==> src/rtl/dice_roll_ctrl.sv <==
// rtl/dice_roll_ctrl.sv - roll button to dice-counter enable sequencer with result handshake
module dice_roll_ctrl #(
    parameter int SPIN_DIV    = 2,
    parameter int SLOW_STEP   = 4,
    parameter int SLOW_PULSES = 5,
    parameter int TMR_W       = 16
) (
    input  logic       clk,
    input  logic       reset_n,
    input  logic       roll_btn,
    input  logic [2:0] dice_num,
    input  logic       result_ack,
    output logic       dice_en,
    output logic [2:0] result,
    output logic       result_valid,
    output logic       busy
);

    localparam logic [2:0] ST_IDLE   = 3'd0;
    localparam logic [2:0] ST_SPIN   = 3'd1;
    localparam logic [2:0] ST_SLOW   = 3'd2;
    localparam logic [2:0] ST_SETTLE = 3'd3;
    localparam logic [2:0] ST_DONE   = 3'd4;

    localparam int CNT_W = $clog2(SLOW_PULSES + 1);

    localparam logic [TMR_W-1:0] SPIN_LAST  = TMR_W'(SPIN_DIV - 1);
    localparam logic [TMR_W-1:0] SLOW_INIT  = TMR_W'(SPIN_DIV + SLOW_STEP);
    localparam logic [TMR_W-1:0] STEP       = TMR_W'(SLOW_STEP);
    localparam logic [CNT_W-1:0] LAST_PULSE = CNT_W'(SLOW_PULSES - 1);

    logic [2:0]       state;
    logic [TMR_W-1:0] timer;
    logic [TMR_W-1:0] interval;
    logic [CNT_W-1:0] pulse_cnt;
    logic             btn_q;
    logic             armed;
    logic             rise;
    logic             face_ok;

    // armed blocks a button already held across reset release from looking like a press
    assign rise    = roll_btn & ~btn_q & armed;
    assign face_ok = (dice_num != 3'd0) && (dice_num != 3'd7);

    always_ff @(posedge clk or negedge reset_n) begin
        if (!reset_n) begin
            state        <= ST_IDLE;
            timer        <= '0;
            interval     <= '0;
            pulse_cnt    <= '0;
            btn_q        <= 1'b0;
            armed        <= 1'b0;
            dice_en      <= 1'b0;
            result       <= 3'd0;
            result_valid <= 1'b0;
            busy         <= 1'b0;
        end else begin
            btn_q   <= roll_btn;
            armed   <= 1'b1;
            dice_en <= 1'b0;
            case (state)
                ST_IDLE: begin
                    if (rise) begin
                        state <= ST_SPIN;
                        timer <= '0;
                        busy  <= 1'b1;
                    end
                end
                ST_SPIN: begin
                    if (timer == SPIN_LAST) begin
                        dice_en <= 1'b1;
                        timer   <= '0;
                    end else begin
                        timer <= timer + 1'b1;
                    end
                    // a release coinciding with a spin pulse still lets that pulse out
                    if (!roll_btn) begin
                        state     <= ST_SLOW;
                        interval  <= SLOW_INIT;
                        timer     <= '0;
                        pulse_cnt <= '0;
                    end
                end
                ST_SLOW: begin
                    if (timer == interval - 1'b1) begin
                        dice_en   <= 1'b1;
                        timer     <= '0;
                        interval  <= interval + STEP;
                        pulse_cnt <= pulse_cnt + 1'b1;
                        if (pulse_cnt == LAST_PULSE) begin
                            state <= ST_SETTLE;
                        end
                    end else begin
                        timer <= timer + 1'b1;
                    end
                end
                ST_SETTLE: begin
                    // skip the cycle where our own pulse is still being applied to the counter
                    if (!dice_en) begin
                        if (face_ok) begin
                            result       <= dice_num;
                            result_valid <= 1'b1;
                            busy         <= 1'b0;
                            state        <= ST_DONE;
                        end else begin
                            dice_en <= 1'b1;
                        end
                    end
                end
                ST_DONE: begin
                    if (result_ack) begin
                        result_valid <= 1'b0;
                        state        <= ST_IDLE;
                    end
                end
                default: begin
                    state <= ST_IDLE;
                    busy  <= 1'b0;
                end
            endcase
        end
    end

endmodule

==> config.mk <==
export PLATFORM = sky130hd
export DESIGN_NAME = dice_roll_ctrl
export DESIGN_NICKNAME = d
export VERILOG_FILES = /design/src/rtl/dice_roll_ctrl.sv
export SDC_FILE = /design/constraint.sdc
export NUM_CORES = 1
export LEC_CHECK = 0
export ABC_AREA = 1
export CAP_MARGIN = 15
export CORE_ASPECT_RATIO = 1.75
export CORE_UTILIZATION = 46
export CTS_BUF_LIST = sky130_fd_sc_hd__clkbuf_2
export DETAILED_ROUTE_END_ITERATION = 8
export DONT_BUFFER_PORTS = 1
export SYNTH_ARGS = -nofsm -noshare
export SYNTH_HDL_FRONTEND = slang
export SYNTH_SLANG_ARGS = --single-unit
==> constraint.sdc <==
create_clock -name clk -period 2.8 [get_ports clk]
set_input_delay 0.28 -clock clk [delete_from_list [all_inputs] [get_ports clk]]
set_output_delay 0.28 -clock clk [all_outputs]
set_load 0.01 [all_outputs]
==> results.txt, run 1 <==
* Outcome: finished, final reports clean
- After detailed routing, the number of vias per cell comes to 5.31.
* Fin crit share: 0.876
* Pin count of the biggest net entering global routing: 46
- Delay contributed by the slowest stage of the critical path: 520 ps
- Worst min path class: in -> reg
- For this run, design rule violations remaining after detail routing come to 0.
- Number of max-capacitance violations reported: 0
* Post-synth cell types: 36
* Crit path max-delay cell type: dfrtp_1
- The die covers 8140 um2.
- During placement, the flow inserted port buffers numbering 0.
- The mapped netlist covers 3580 um2.
* Die Wd: 68.7 um
- Setup crit start kind: register
* Final Hold Viols: 0
- End of the worst register-to-register path: interval[12]
- Die outline height: 119 um
* Category of the most critical setup path: reg -> reg
- Crit path max fanout: 17
- The number of cells on the worst reg-to-reg path is 17.
- Synthesis produced 540 cells.
- Fraction of registers with async set or reset after synthesis: 1.00
* Number of global-route vias before repair: 3247
- The routed layout has 3310 vias.
- Setup skew after layout: 31.2 ps
- 13 I/O pins were placed.
* Worst IR drop on VDD: 596 uV
* Clock insertion delay at the later pin of the skew report: 480 ps
* Final wirelength: 9010 um
- Sequential share of the synthesized area: 0.315
- Overflow left after global routing: 0
* CTS tree: yes
* Post-layout net count: 547
- In this run the tightest slew margin relative to its limit is 0.503.
- Most frequent cells in the layout: nand2_1 (158), nand3_1 (94), inv_1 (58), nor2_1 (47), dfrtp_1 (45)
- R2R setup slack: 350 ps
* Tot GR Track Use: 0.247
- The total count of max-transition violations in the final report came to 0.
* Cells after DPL: 606
* Cell Pwr Density: 617 nW/um2
- Count of filler cells inserted in the layout: 793
- Average cell area after synthesis: 6.62 um2
* Site row count: 42
- Adding up every negative setup slack in the final design gives 0 ps.
- The Yosys step of the flow raised 0 warnings.
- Wire length of the first global-routing pass: 15200 um
- Relative to the synthesized area, the layout overhead comes to 3.85%.
- Total power consumption of the routed design: 2.29 mW
- Unrepaired setup endpoints after global routing: false
- The cell that appears most often on the critical path is nand2_1.
* Bufs on Longest Clock Path: 2
- HP Start: dice_num[0]
- Buffers inserted by post-CTS timing repair: 0
- Worst R2R Start: interval[3]
- In this run the worst setup path begins at interval[3].
- Remaining antenna violation count after routing: 0
- Worst hold path endpoint: dice_en
- In this run, CTS created clock tree buffers numbering 5.
* Most common cell after layout, fill and taps aside: nand2_1
- Upper clock frequency limit: 408 MHz
- Clock-pin slew was measured on the worst setup and hold paths at 280 ps.
- The initial antenna violation count was 1.
- The H-tree was split into 2 levels.
- Primary flip-flop cell chosen by synthesis mapping: dfrtp_1
- Cells along the critical path: inv_2, ha_1, inv_1, nor2_1, nand2_1, nor2_4, nand3_1, nand2_1, nand2_1, clkinv_1, nand2_1, nor2_2, nand3_2, nand2_4, buf_4, nand3_1, nand2_1
- STA classifies the critical path endpoint as a register.
* Detailed-routing iteration count for the pre-antenna-repair pass: 5
- The region available for standard cell placement spans 7570 um2.
- Initial detailed-routing violation count: 155
* Leakage Power: 1.91 nW
* HPWL after detailed placement: 6670 um
- Dividing the detail-routed wire length by the instance count gives 14.5 um.
- Number of enable-type register cells in the synthesized netlist: 0
- For the worst setup path, the data required time is 3220 ps.
- Post-route minimum period: 2450 ps
- The worst hold path passes through 4 cells.
- Synthesis produced a netlist with a net count of 554.
* Final weighted congestion in routability-driven placement: 0.905
- Data on the critical path arrives at its endpoint at 2870 ps.
- Setup Viol. Count Final: 0
- Layout cells sized above 1: 0.0749
- The synthesized design contains 45 register bits.
- CTS root buf: clkbuf_2
- For this configuration, the core starts out at a cell density of 0.473.
- Final cell count without fillers: 623
* Actual transition at the worst max-transition pin: 743 ps
- Clock Sinks: 45
-- registers in the layout, indices dropped and copies added (netlist names) --
name,count
timer,16
interval,15
pulse_cnt,3
result,3
state,3
armed,1
btn_q,1
busy,1
dice_en,1
result_valid,1
-- cells in the mapped netlist (3+ instances only) --
cell      count  share of area
nand3b_1      4         0.0084
nand4_1      12          0.021
nand3_1      94           0.13
clkbuf_2      3         0.0042
o21ai_0       4         0.0056
nor3_1        7         0.0098
buf_6         5          0.016
nand2_1     158           0.17
nor2_2        8          0.014
buf_2         9          0.013
ha_1          7          0.024
dfrtp_1      45           0.31
xor2_1       25          0.061
nor2_1       47          0.049
inv_1        58          0.061
inv_2         5         0.0052
xnor2_1       7          0.017
nor4_1        7          0.012
clkbuf_1      9         0.0094
-- worst max path at each step --
stage               cells past startpoint  slack, ps            to
floorplan                              16        770   interval[7]
global placement                       17        420   interval[2]
detailed placement                     17        390   interval[2]
CTS                                    17        330   interval[2]
global route                            9        100      state[0]
finish                                 17        350  interval[12]
-- worst max-delay path: cells and delay by family, from the launching register on --
family | cells | cell delay, ps
simple gates | 12 | 1270
fa+ha+maj | 1 | 170
flops | 1 | 520
buf+inv | 4 | 430
-- repair_timing --
action,CTS,global route
hold buffers,7,0
gates resized for setup,0,0
setup endpoints to repair,0,0
hold endpoints to repair,67,0
-- per-stage QoR --
stage | worst slack [ps] | hold slack (ps) | area, um2 | utilization
finish | 348 | 89.3 | 3710 | 0.491
global placement | 421 | -14.1 | 3570 | 0.471
global route | 95.3 | 95.8 | 3710 | 0.491
floorplan | 765 | -15.6 | 3580 | -
detailed placement | 388 | -14.3 | 3570 | 0.471
CTS | 326 | 54.2 | 3700 | 0.489
-- kinds of logic after synthesis --
group,after synthesis,synth area share
other,1,0.00105
AOI/OAI and AO/OA,10,0.0175
DFF,45,0.315
buffers and inverters,92,0.112
adders and majority gates,7,0.0245
xor gates and xnor gates,32,0.0784
and+or+nand+nor,353,0.451
-- final cells by class --
| type | instances | area [um2] | area share |
|---|---|---|---|
| Antenna cell | 1 | 2.50 | 0.000674 |
| Clock buffer | 5 | 25.0 | 0.00674 |
| Clock inverter | 3 | 25.0 | 0.00674 |
| Inverter | 65 | 244 | 0.0657 |
| Multi-Input combinational cell | 403 | 2050 | 0.552 |
| Sequential cell | 45 | 1130 | 0.303 |
| Tap cell | 88 | 110 | 0.0296 |
| Timing Repair Buffer | 13 | 133 | 0.0357 |
-- layer usage --
| layer | wire length, um | track usage | vias to the layer above |
|---|---|---|---|
| met5 | 0 | 0 | - |
| met2 | 4830 | 0.422 | 70 |
| li1 | - | - | 1696 |
| met1 | 3660 | 0.294 | 1521 |
| met4 | 272 | 0.107 | 0 |
| met3 | 248 | 0.0347 | 23 |
-- report_power, final --
part / total, mW / internal, mW / switching (mW)
clock: 0.316 / 0.0680 / 0.248
combinational: 1.07 / 0.338 / 0.729
sequential: 0.908 / 0.756 / 0.151
Note: power is estimated with default switching activity, not from simulation.
==> inputs of run 2 (changes only) <==
--- a/config.mk
+++ b/config.mk
@@ -10,8 +10,10 @@
 export CORE_ASPECT_RATIO = 1.75
 export CORE_UTILIZATION = 46
 export CTS_BUF_LIST = sky130_fd_sc_hd__clkbuf_2
+export CTS_CLUSTER_SIZE = 25
 export DETAILED_ROUTE_END_ITERATION = 8
 export DONT_BUFFER_PORTS = 1
+export PLACE_DENSITY_LB_ADDON = 0.08
 export SYNTH_ARGS = -nofsm -noshare
 export SYNTH_HDL_FRONTEND = slang
 export SYNTH_SLANG_ARGS = --single-unit
==> results.txt, run 2 (synthesized netlist as in run 1, its figures left out) <==
- Reg2Reg Depth: 15 (-2)
- Detailed-routing iteration count for the pre-antenna-repair pass: 5 (unchanged)
- Bufs on Longest Clock Path: 2 (unchanged)
- The total of buffers placed on input and output ports is 0 (unchanged).
- Leakage Power: 1.90 nW (-0.26%)
- Tot GR Track Use: 0.249 (+0.00197)
* Actual transition at the worst max-transition pin: 750 ps (+7.10 ps)
- The post-route core utilization is 0.492 (+0.000826).
* Levels on crit path: 15 (-2)
- Counting flops per register, the top entry is timer.
* Largest registers: timer x16, interval x15
- The antenna diode count came to 0 (-1).
- The CTS sink count was 45 (unchanged).
* CTS tree: yes
- Top cell by count, worst path: nand2_1
- The final hold violation count came to 0 (unchanged).
* Number of global-route vias before repair: 3156 (-2.8%)
- Post-route setup TNS: 0 ps (unchanged)
- Final weighted congestion in routability-driven placement: 0.938 (+3.6%)
- The mean number of vias per cell was 5.25 (-1.1%).
- The highest fanout seen on the critical path came to 18 (+1).
- STA classifies the critical path endpoint as a register.
- The full die area was 8140 um2 (unchanged).
* Crit path buffers/inverters: 2 (-2)
- Crit path max-delay cell type: dfrtp_2
* Starting density of the core: 0.473 (unchanged)
- The largest net degree at the start of global routing came to 46 (unchanged).
- Die outline height: 119 um (unchanged)
- The DRC violation count after routing came to 0 (unchanged).
* Outcome: finished, final reports clean
- The worst setup path is launched from a register.
* Setup Viol. Count Final: 0 (unchanged)
* Initial antenna violation count: 0 (-1)
* Number of max-capacitance violations reported: 0 (unchanged)
* Initial detailed-routing violation count: 184 (+19%)
- The post-placement cell count was 606 (unchanged).
* Cell Pwr Density: 613 nW/um2 (-0.65%)
- Dominant delay contributor by cell family on the critical path: simple AND/OR/NAND/NOR gates
* Worst IR drop on VDD: 448 uV (-25%)
* Upper clock frequency limit: 400 MHz (-1.8%)
* Post-layout net count: 547 (unchanged)
- Compared with the post-synthesis result, the final layout area differs by 4.02%.
* Post-route minimum period: 2500 ps (+46.1 ps)
* Total power consumption of the routed design: 2.28 mW (-0.48%)
- The total count of max-transition violations in the final report is 0 (unchanged).
* Remaining antenna violation count after routing: 0 (unchanged)
- The via count was 3267 (-1.3%).
* Final cell count without fillers: 622 (-0.16%)
- The routed wirelength normalized by instance count is 14.4 um (-0.32%).
* Final wirelength: 8960 um (-0.48%)
* Layout cells sized above 1: 0.0787 (+0.00375)
* CTS root buf: clkbuf_2
- Most frequent cells in the layout: nand2_1 (158), nand3_1 (94), inv_1 (58), nor2_1 (47), dfrtp_1 (44)
- Setup repair after global routing left no endpoint under its margin.
- The total number of H-tree levels was 2 (unchanged).
* I/O pin cnt: 13 (unchanged)
- Cells along the critical path: inv_2, ha_1, inv_1, nor2_1, nand2_1, nor2_4, nand2_1, nand2_1, nand3_1, nor3_2, nand3_2, nand2_8, nand2_4, nand2_1, nand2_1
* Wire length of the first global-routing pass: 15200 um (about the same)
- Setup skew after layout: 25.3 ps (-5.86 ps)
- The number of flip-flops under the largest register name is 16 (unchanged).
- Most common cell after layout, fill and taps aside: nand2_1
- Category of the most critical setup path: reg -> reg
- Max-Slew Margin vs Limit: 0.498 (-0.00495)
* Hold Path Cell Cnt: 4 (unchanged)
- Clock insertion delay at the later pin of the skew report: 460 ps (-20 ps)
- HPWL after detailed placement: 6650 um (-0.37%)
- The total number of placement rows is 42 (unchanged).
* Summed area of non-filler cells in the final layout: 3720 um2 (+0.17%)
* Die Wd: 68.7 um (unchanged)
- The delay contributed by the slowest stage of the critical path is 520 ps (about the same).
* Fin crit share: 0.892 (+0.0165)
- Num CTS Buffers: 5 (unchanged)
- Critical path required time: 3160 ps (-60 ps)
- CP arrival: 2860 ps (about the same)
- Area of the placeable core: 7570 um2 (unchanged)
* Area after DPL: 3570 um2 (unchanged)
* Overflow left after global routing: 0 (unchanged)
* CTS clk-pin slew, worst paths: 250 ps (-30 ps)
* Worst min path class: in -> reg
==> run 2: changes by cell type in the layout (fill, tap and decap cells not counted), sizes merged <==
cell / delta
clkbuf: +1
clkinv: -1
clkinvlp: +2
diode: -1
inv: -2
==> run 2: routing by layer <==
layer  wire (um)  track usage  up-vias  share of wire
li1            -            -     1692              -
met2        4810        0.426       40           0.54
met5           0            0        -              0
met3         161       0.0290       14          0.018
met4         236       0.0964        0          0.026
met1        3760        0.304     1521           0.42
==> run 2: where the power goes <==
part           switching [mW]  total [mW]  internal, mW
combinational           0.745        1.08         0.335
sequential              0.147       0.905         0.758
clock                   0.230       0.294        0.0642
total                    1.12        2.28          1.16
==> run 2: worst reg2reg max path: cells and delay by family (launching register included) <==
kind | cells | cell delay [ps]
simple gates | 12 | 1580
buf+inv | 2 | 140
fa+ha+maj | 1 | 170
flops | 1 | 520
==> run 2: what timing repair did <==
| item | in CTS | in global routing |
|---|---|---|
| hold buffers | 7 | 0 |
| endpoints found under the hold margin | 67 | 0 |
| endpoints found under the setup margin | 0 | 10 |
| resized for setup | 0 | 3 |
| setup buffers | 0 | 0 |
==> run 2: final timing paths <==
check / startpoint / endpoint / slack, ps
setup / recovery: interval[3] / interval[15] / 300
hold / removal: dice_num[0] / dice_en / 120
setup reg to reg: interval[3] / interval[15] / 300
hold reg to reg: pulse_cnt[1] / pulse_cnt[1] / 550
max in group asynchronous: reset_n / timer[6] / 2270
min in group asynchronous: reset_n / interval[5] / 280
==> run 2: cell type report <==
type                            instances  area [um2]
Clock inverter                          2        15.0
Timing Repair Buffer                   13         133
Inverter                               65         248
Sequential cell                        45        1130
Fill cell                             795        3850
Multi-Input combinational cell        403        2060
Clock buffer                            6        30.0
Tap cell                               88         110
==> run 2: through the flow <==
step                hold slack [ps]  setup slack [ps]
detailed placement            -14.5               239
global route                   85.1              19.5
CTS                            77.1               213
floorplan                     -15.6               765
finish                          116               302
global placement              -14.4               243
